==> src/rtl/serial_adder_pkg.sv <==
// rtl/serial_adder_pkg.sv - shared types and helpers for the serial adder
package serial_adder_pkg;

  typedef enum logic [1:0] {
    IDLE = 2'd0,
    RUN  = 2'd1,
    DONE = 2'd2
  } state_t;

  // Digit counter width: clog2(width/digit), never less than one bit.
  function automatic int cnt_width(input int width, input int digit);
    int n;
    int w;
    n = width / digit;
    w = 1;
    while ((1 << w) < n) w++;
    return w;
  endfunction

endpackage

==> src/rtl/serial_adder_adder_slice.sv <==
// rtl/serial_adder_adder_slice.sv - combinational ripple adder of DIGIT full-adder bits
module adder_slice #(
  parameter int DIGIT = 1
) (
  input  logic [DIGIT-1:0] x,
  input  logic [DIGIT-1:0] y,
  input  logic             ci,
  output logic [DIGIT-1:0] s,
  output logic             co,
  output logic             c_msb
);

  // Ripple the carry through each bit; c_msb keeps the carry entering the top bit.
  always_comb begin
    logic c;
    c     = ci;
    s     = '0;
    c_msb = ci;
    for (int i = 0; i < DIGIT; i++) begin
      c_msb = c;
      s[i]  = x[i] ^ y[i] ^ c;
      c     = (x[i] & y[i]) | (c & (x[i] ^ y[i]));
    end
    co = c;
  end

endmodule

==> src/rtl/serial_adder.sv <==
// rtl/serial_adder.sv - multi-cycle digit-serial adder/subtractor with valid/ready handshake
module serial_adder
  import serial_adder_pkg::*;
#(
  parameter int WIDTH = 8,
  parameter int DIGIT = 1
) (
  input  logic             clk,
  input  logic             rst_n,
  input  logic             in_valid,
  output logic             in_ready,
  input  logic [WIDTH-1:0] a,
  input  logic [WIDTH-1:0] b,
  input  logic             cin,
  input  logic             sub,
  output logic             out_valid,
  input  logic             out_ready,
  output logic [WIDTH-1:0] sum,
  output logic             cout,
  output logic             ovf,
  output logic             busy
);

  localparam int N  = WIDTH / DIGIT;
  localparam int CW = cnt_width(WIDTH, DIGIT);
  localparam logic [CW-1:0] LAST = CW'(N - 1);

  if (WIDTH % DIGIT != 0) begin : g_bad_digit
    $fatal(1, "serial_adder: WIDTH must be a multiple of DIGIT");
  end

  state_t           state;
  logic [WIDTH-1:0] a_sh;
  logic [WIDTH-1:0] b_sh;
  logic [WIDTH-1:0] res_sh;
  logic             carry;
  logic [CW-1:0]    cnt;
  logic             cout_r;
  logic             ovf_r;
  logic             in_ready_r;
  logic             out_valid_r;
  logic             busy_r;

  logic [DIGIT-1:0] slice_s;
  logic             slice_co;
  logic             slice_c_msb;
  logic [WIDTH-1:0] res_next;

  adder_slice #(.DIGIT(DIGIT)) u_slice (
    .x     (a_sh[DIGIT-1:0]),
    .y     (b_sh[DIGIT-1:0]),
    .ci    (carry),
    .s     (slice_s),
    .co    (slice_co),
    .c_msb (slice_c_msb)
  );

  // New digit enters at the top while the partial result moves toward the LSB.
  always_comb begin
    res_next = (res_sh >> DIGIT) | (WIDTH'(slice_s) << (WIDTH - DIGIT));
  end

  // Control FSM and datapath registers; all outputs are registered.
  always_ff @(posedge clk) begin
    if (!rst_n) begin
      state       <= IDLE;
      a_sh        <= '0;
      b_sh        <= '0;
      res_sh      <= '0;
      carry       <= 1'b0;
      cnt         <= '0;
      cout_r      <= 1'b0;
      ovf_r       <= 1'b0;
      in_ready_r  <= 1'b1;
      out_valid_r <= 1'b0;
      busy_r      <= 1'b0;
    end else begin
      case (state)
        IDLE: begin
          if (in_valid) begin
            a_sh       <= a;
            b_sh       <= sub ? ~b : b;
            carry      <= sub ? 1'b1 : cin;
            cnt        <= '0;
            state      <= RUN;
            in_ready_r <= 1'b0;
            busy_r     <= 1'b1;
          end
        end
        RUN: begin
          a_sh   <= a_sh >> DIGIT;
          b_sh   <= b_sh >> DIGIT;
          res_sh <= res_next;
          carry  <= slice_co;
          cnt    <= cnt + 1'b1;
          if (cnt == LAST) begin
            cout_r      <= slice_co;
            ovf_r       <= slice_c_msb ^ slice_co;
            out_valid_r <= 1'b1;
            state       <= DONE;
          end
        end
        DONE: begin
          if (out_ready) begin
            out_valid_r <= 1'b0;
            in_ready_r  <= 1'b1;
            busy_r      <= 1'b0;
            state       <= IDLE;
          end
        end
        default: begin
          state       <= IDLE;
          out_valid_r <= 1'b0;
          in_ready_r  <= 1'b1;
          busy_r      <= 1'b0;
        end
      endcase
    end
  end

  assign in_ready  = in_ready_r;
  assign out_valid = out_valid_r;
  assign busy      = busy_r;
  assign sum       = res_sh;
  assign cout      = cout_r;
  assign ovf       = ovf_r;

endmodule

==> config.mk <==
export PLATFORM = sky130hd
export DESIGN_NAME = serial_adder
export DESIGN_NICKNAME = d
export VERILOG_FILES = /design/src/rtl/serial_adder_pkg.sv /design/src/rtl/serial_adder_adder_slice.sv /design/src/rtl/serial_adder.sv
export SDC_FILE = /design/constraint.sdc
export NUM_CORES = 1
export LEC_CHECK = 0
export ABC_CLOCK_PERIOD_IN_PS = 1540
export CORE_AREA = 2 2 63 65
export CTS_CLUSTER_DIAMETER = 60
export DETAILED_ROUTE_END_ITERATION = 6
export DIE_AREA = 0 0 65 67
export GPL_ROUTABILITY_DRIVEN = 0
export HOLD_SLACK_MARGIN = 0.03
export MAX_ROUTING_LAYER = met4
export PLACE_DENSITY = 0.81
export SYNTH_ARGS = -nofsm -noshare
export SYNTH_HDL_FRONTEND = slang
export SYNTH_HIERARCHICAL = 1
export SYNTH_SLANG_ARGS = --single-unit
==> constraint.sdc <==
create_clock -name clk -period 1.54 [get_ports clk]
set_clock_uncertainty 0.2 [all_clocks]
set_input_delay 0.231 -clock clk [delete_from_list [all_inputs] [get_ports clk]]
set_output_delay 0.231 -clock clk [all_outputs]
set_load 0.01 [all_outputs]
==> impl_metrics.tcl <==
set metrics [dict create \
    status "finished clean" \
    min_from "sum[0]" \
    tightest_slew_ns 0.444 \
    portBuffers 34 \
    ys_seq_elements 35 \
    cp_slowest_stage_delay_ns 0.32 \
    clock-sinks 35 \
    period_needed_ns 1.47 \
    top_usage_layer "met2" \
    cts_buffers 5 \
    hpwl_mm 2.21 \
    drtPass1Iterations 4 \
    fin_hold_ws_ns 0.255 \
    cp-start-kind "flop" \
    drive_above_1_share_pct 21.3 \
    cp_max_fo 4 \
    cp.arrival_ns 1.45 \
    synth_cells 164 \
    peakVddDrop_mv 0.409 \
    antenna_found_initial 0 \
    worstReg2RegStart "cnt[0]" \
    grt_pass1_vias 1123 \
    fin_nets 231 \
    drc 0 \
    die_area_sq_mm 0.00436 \
    gr-usage-met2_pct 24.4 \
    ff2ff_setup_slack_ns 0.07 \
    finalHoldViolations 0 \
    dieHeight_um 67 \
    grt_pass1_wl_mm 5.01 \
    yosysWarnings 6 \
    cp-startpoint "cnt[0]" \
    via_count 1247 \
    design_area_sq_mm 0.00210 \
    postPlaceCellArea_sq_mm 0.00201 \
    crit_type "reg2reg" \
    die_w_um 65 \
    antenna_cells 0 \
    slew_headroom_pct 70.4 \
    vias_per_cell 4.89 \
    leakage_nw 0.845 \
    final_cell_mix "33 x dfxtp_1, 21 x nand2_1, 21 x clkdlybuf4s50_1" \
    hold_buffers 0 \
    min_path_type "reg2reg" \
    tns_ns 0 \
    drv_slew 0 \
    antenna_left 0 \
    cts_max_path_buffers 2 \
    ios 35 \
    end_kind "flop" \
    placed_cells 246 \
    grt_remaining_overflow 0 \
    layout_commonest_cell "dfxtp_1" \
    fillers 315 \
    clock_latency_ns 0.29 \
    fin_crit_sh_pct 95.4 \
    htree_levels 2 \
    core_area_sq_mm 0.00361 \
    wire_per_inst_um 12.0 \
    setup_violations 0 \
    synth_nets 189 \
    cts_root_buf "clkbuf_8" \
    initial_core_util_pct 44.3 \
    cpMaxStageDelayCell "dfxtp_1" \
    syn_avg_cell_area_sq_um 9.73 \
    gr-usage-met1_pct 19.3 \
    p_per_area_mw_per_mm2 942 \
    drv_cap 0 \
    layoutNonFillerInstCount 255 \
    ys_seq_area_share_pct 43.9 \
    path_clk_slew_ns 0.07 \
    grt_max_degree 25 \
    drt-total-wl_mm 3.06 \
    worstPathRequired_ns 1.52 \
    max_freq_mhz 681 \
    drt_iter0_markers 126 \
    met3_usage_pct 4.22 \
    rsz0062_at_grt "false" \
    areaGrowthSynthToFinish_pct 31.4 \
    rows 22 \
    crit_path_frequent_cell "ha_1" \
    netlist_area_sq_mm 0.00160 \
    cts_tree "built" \
    path_cells "ha_1, ha_1, nand3b_1, mux2i_1, nor2_1" \
    synth_cell_types 33 \
    grt_usage_pct 15.9 \
]
==> final cells by class <==
class	instances	area [sq um]	area share [%]
Tap cell	48	60.1	2.86
Multi-Input combinational cell	111	774	36.9
Clock buffer	5	68.8	3.28
Clock inverter	3	15.0	0.716
Sequential cell	35	703	33.5
Timing Repair Buffer	49	462	22.0
Inverter	4	15.0	0.716
==> sequential cells by signal (all words and copies together) (netlist names) <==
name	count
out_valid	1
busy	1
a_sh	8
state	2
ovf	1
cnt	3
b_sh	8
carry	1
in_ready	1
cout	1
sum	8
==> worst max-delay path, delay by kind of cell, from the launching register on <==
| family | cells | cell delay [ns] |
|---|---|---|
| adder cells (fa/ha/maj) | 2 | 0.41 |
| flip-flops | 1 | 0.32 |
| AND/OR/NAND/NOR | 2 | 0.23 |
| multiplexers | 1 | 0.20 |
==> power breakdown <==
| part | switching [W] | internal (W) | leakage, nW |
|---|---|---|---|
| registers | 0.0000345 | 0.000959 | 0.287 |
| logic | 0.000158 | 0.000188 | 0.509 |
| clock network | 0.000328 | 0.000309 | 0.0477 |
| total | 0.000521 | 0.00146 | 0.845 |
==> layer usage <==
layer  vias to the layer above  part of all wire [%]
met5                         -                     0
met4                         0                  0.88
met3                         6                   5.9
met2                        31                    45
met1                       561                    49
li1                        649                     -
==> metrics by stage <==
stage                     setup slack (ns)  total power, W  utilization, %
after global routing               0.00675         0.00209            58.2
after detailed placement            -0.434         0.00136            55.8
after global placement              -0.386         0.00135            55.8
final                               0.0705         0.00198            58.2
after floorplan                      0.108         0.00123               -
after CTS                           0.0271         0.00199            57.8
==> repair_timing <==
action / CTS / global route
pin swaps: 0 / 1
gates cloned: 0 / 0
endpoints found under the setup margin: 24 / 16
resized for setup: 14 / 5
setup buffers: 0 / 1
==> synth_stat cells <==
| cell | n | area, sq um |
|---|---|---|
| dfxtp_1 | 35 | 701 |
| nand2_1 | 21 | 78.8 |
| a21oi_1 | 15 | 75.1 |
| nor2_1 | 12 | 45.0 |
| a22oi_1 | 9 | 67.6 |
| mux2i_1 | 9 | 90.1 |
| a211oi_2 | 7 | 87.6 |
| xnor2_1 | 7 | 61.3 |
| buf_4 | 6 | 45.0 |
| o22ai_1 | 5 | 31.3 |
| inv_1 | 4 | 15.0 |
| buf_6 | 3 | 33.8 |
| clkbuf_1 | 3 | 11.3 |
| nand3_1 | 3 | 15.0 |
| ha_1 | 2 | 25.0 |
| nand2b_1 | 2 | 12.5 |
| nor2_2 | 2 | 12.5 |
| o21bai_1 | 2 | 15.0 |
| o221ai_2 | 2 | 30.0 |
| xor2_1 | 2 | 17.5 |
| buf_12 | 1 | 20.0 |
| clkbuf_2 | 1 | 5.00 |
| fa_1 | 1 | 20.0 |
| nand2_2 | 1 | 6.26 |
| nand3b_1 | 1 | 7.51 |
| nor2b_1 | 1 | 6.26 |
| nor2b_2 | 1 | 8.76 |
| nor3_1 | 1 | 5.00 |
| nor3b_2 | 1 | 12.5 |
| nor4b_1 | 1 | 8.76 |
| o21ai_0 | 1 | 5.00 |
| o21ba_1 | 1 | 10.0 |
| o221a_2 | 1 | 11.3 |
==> path summary, 6_finish.rpt <==
path                            endpoint  cells after the start
worst max-delay path                cout                      5
worst min-delay path              sum[0]                      2
worst max register to register      cout                      5
worst min register to register    sum[0]                      2
==> logic make-up after synthesis <==
| kind of cell | synth area share (%) |
|---|---|
| compound gates | 20.8 |
| xor+xnor | 4.94 |
| fa+ha+maj | 2.82 |
| buf+inv | 8.15 |
| flops | 43.9 |
| mux | 5.64 |
| simple gates | 13.7 |
Power figures use the tool's default switching activity.
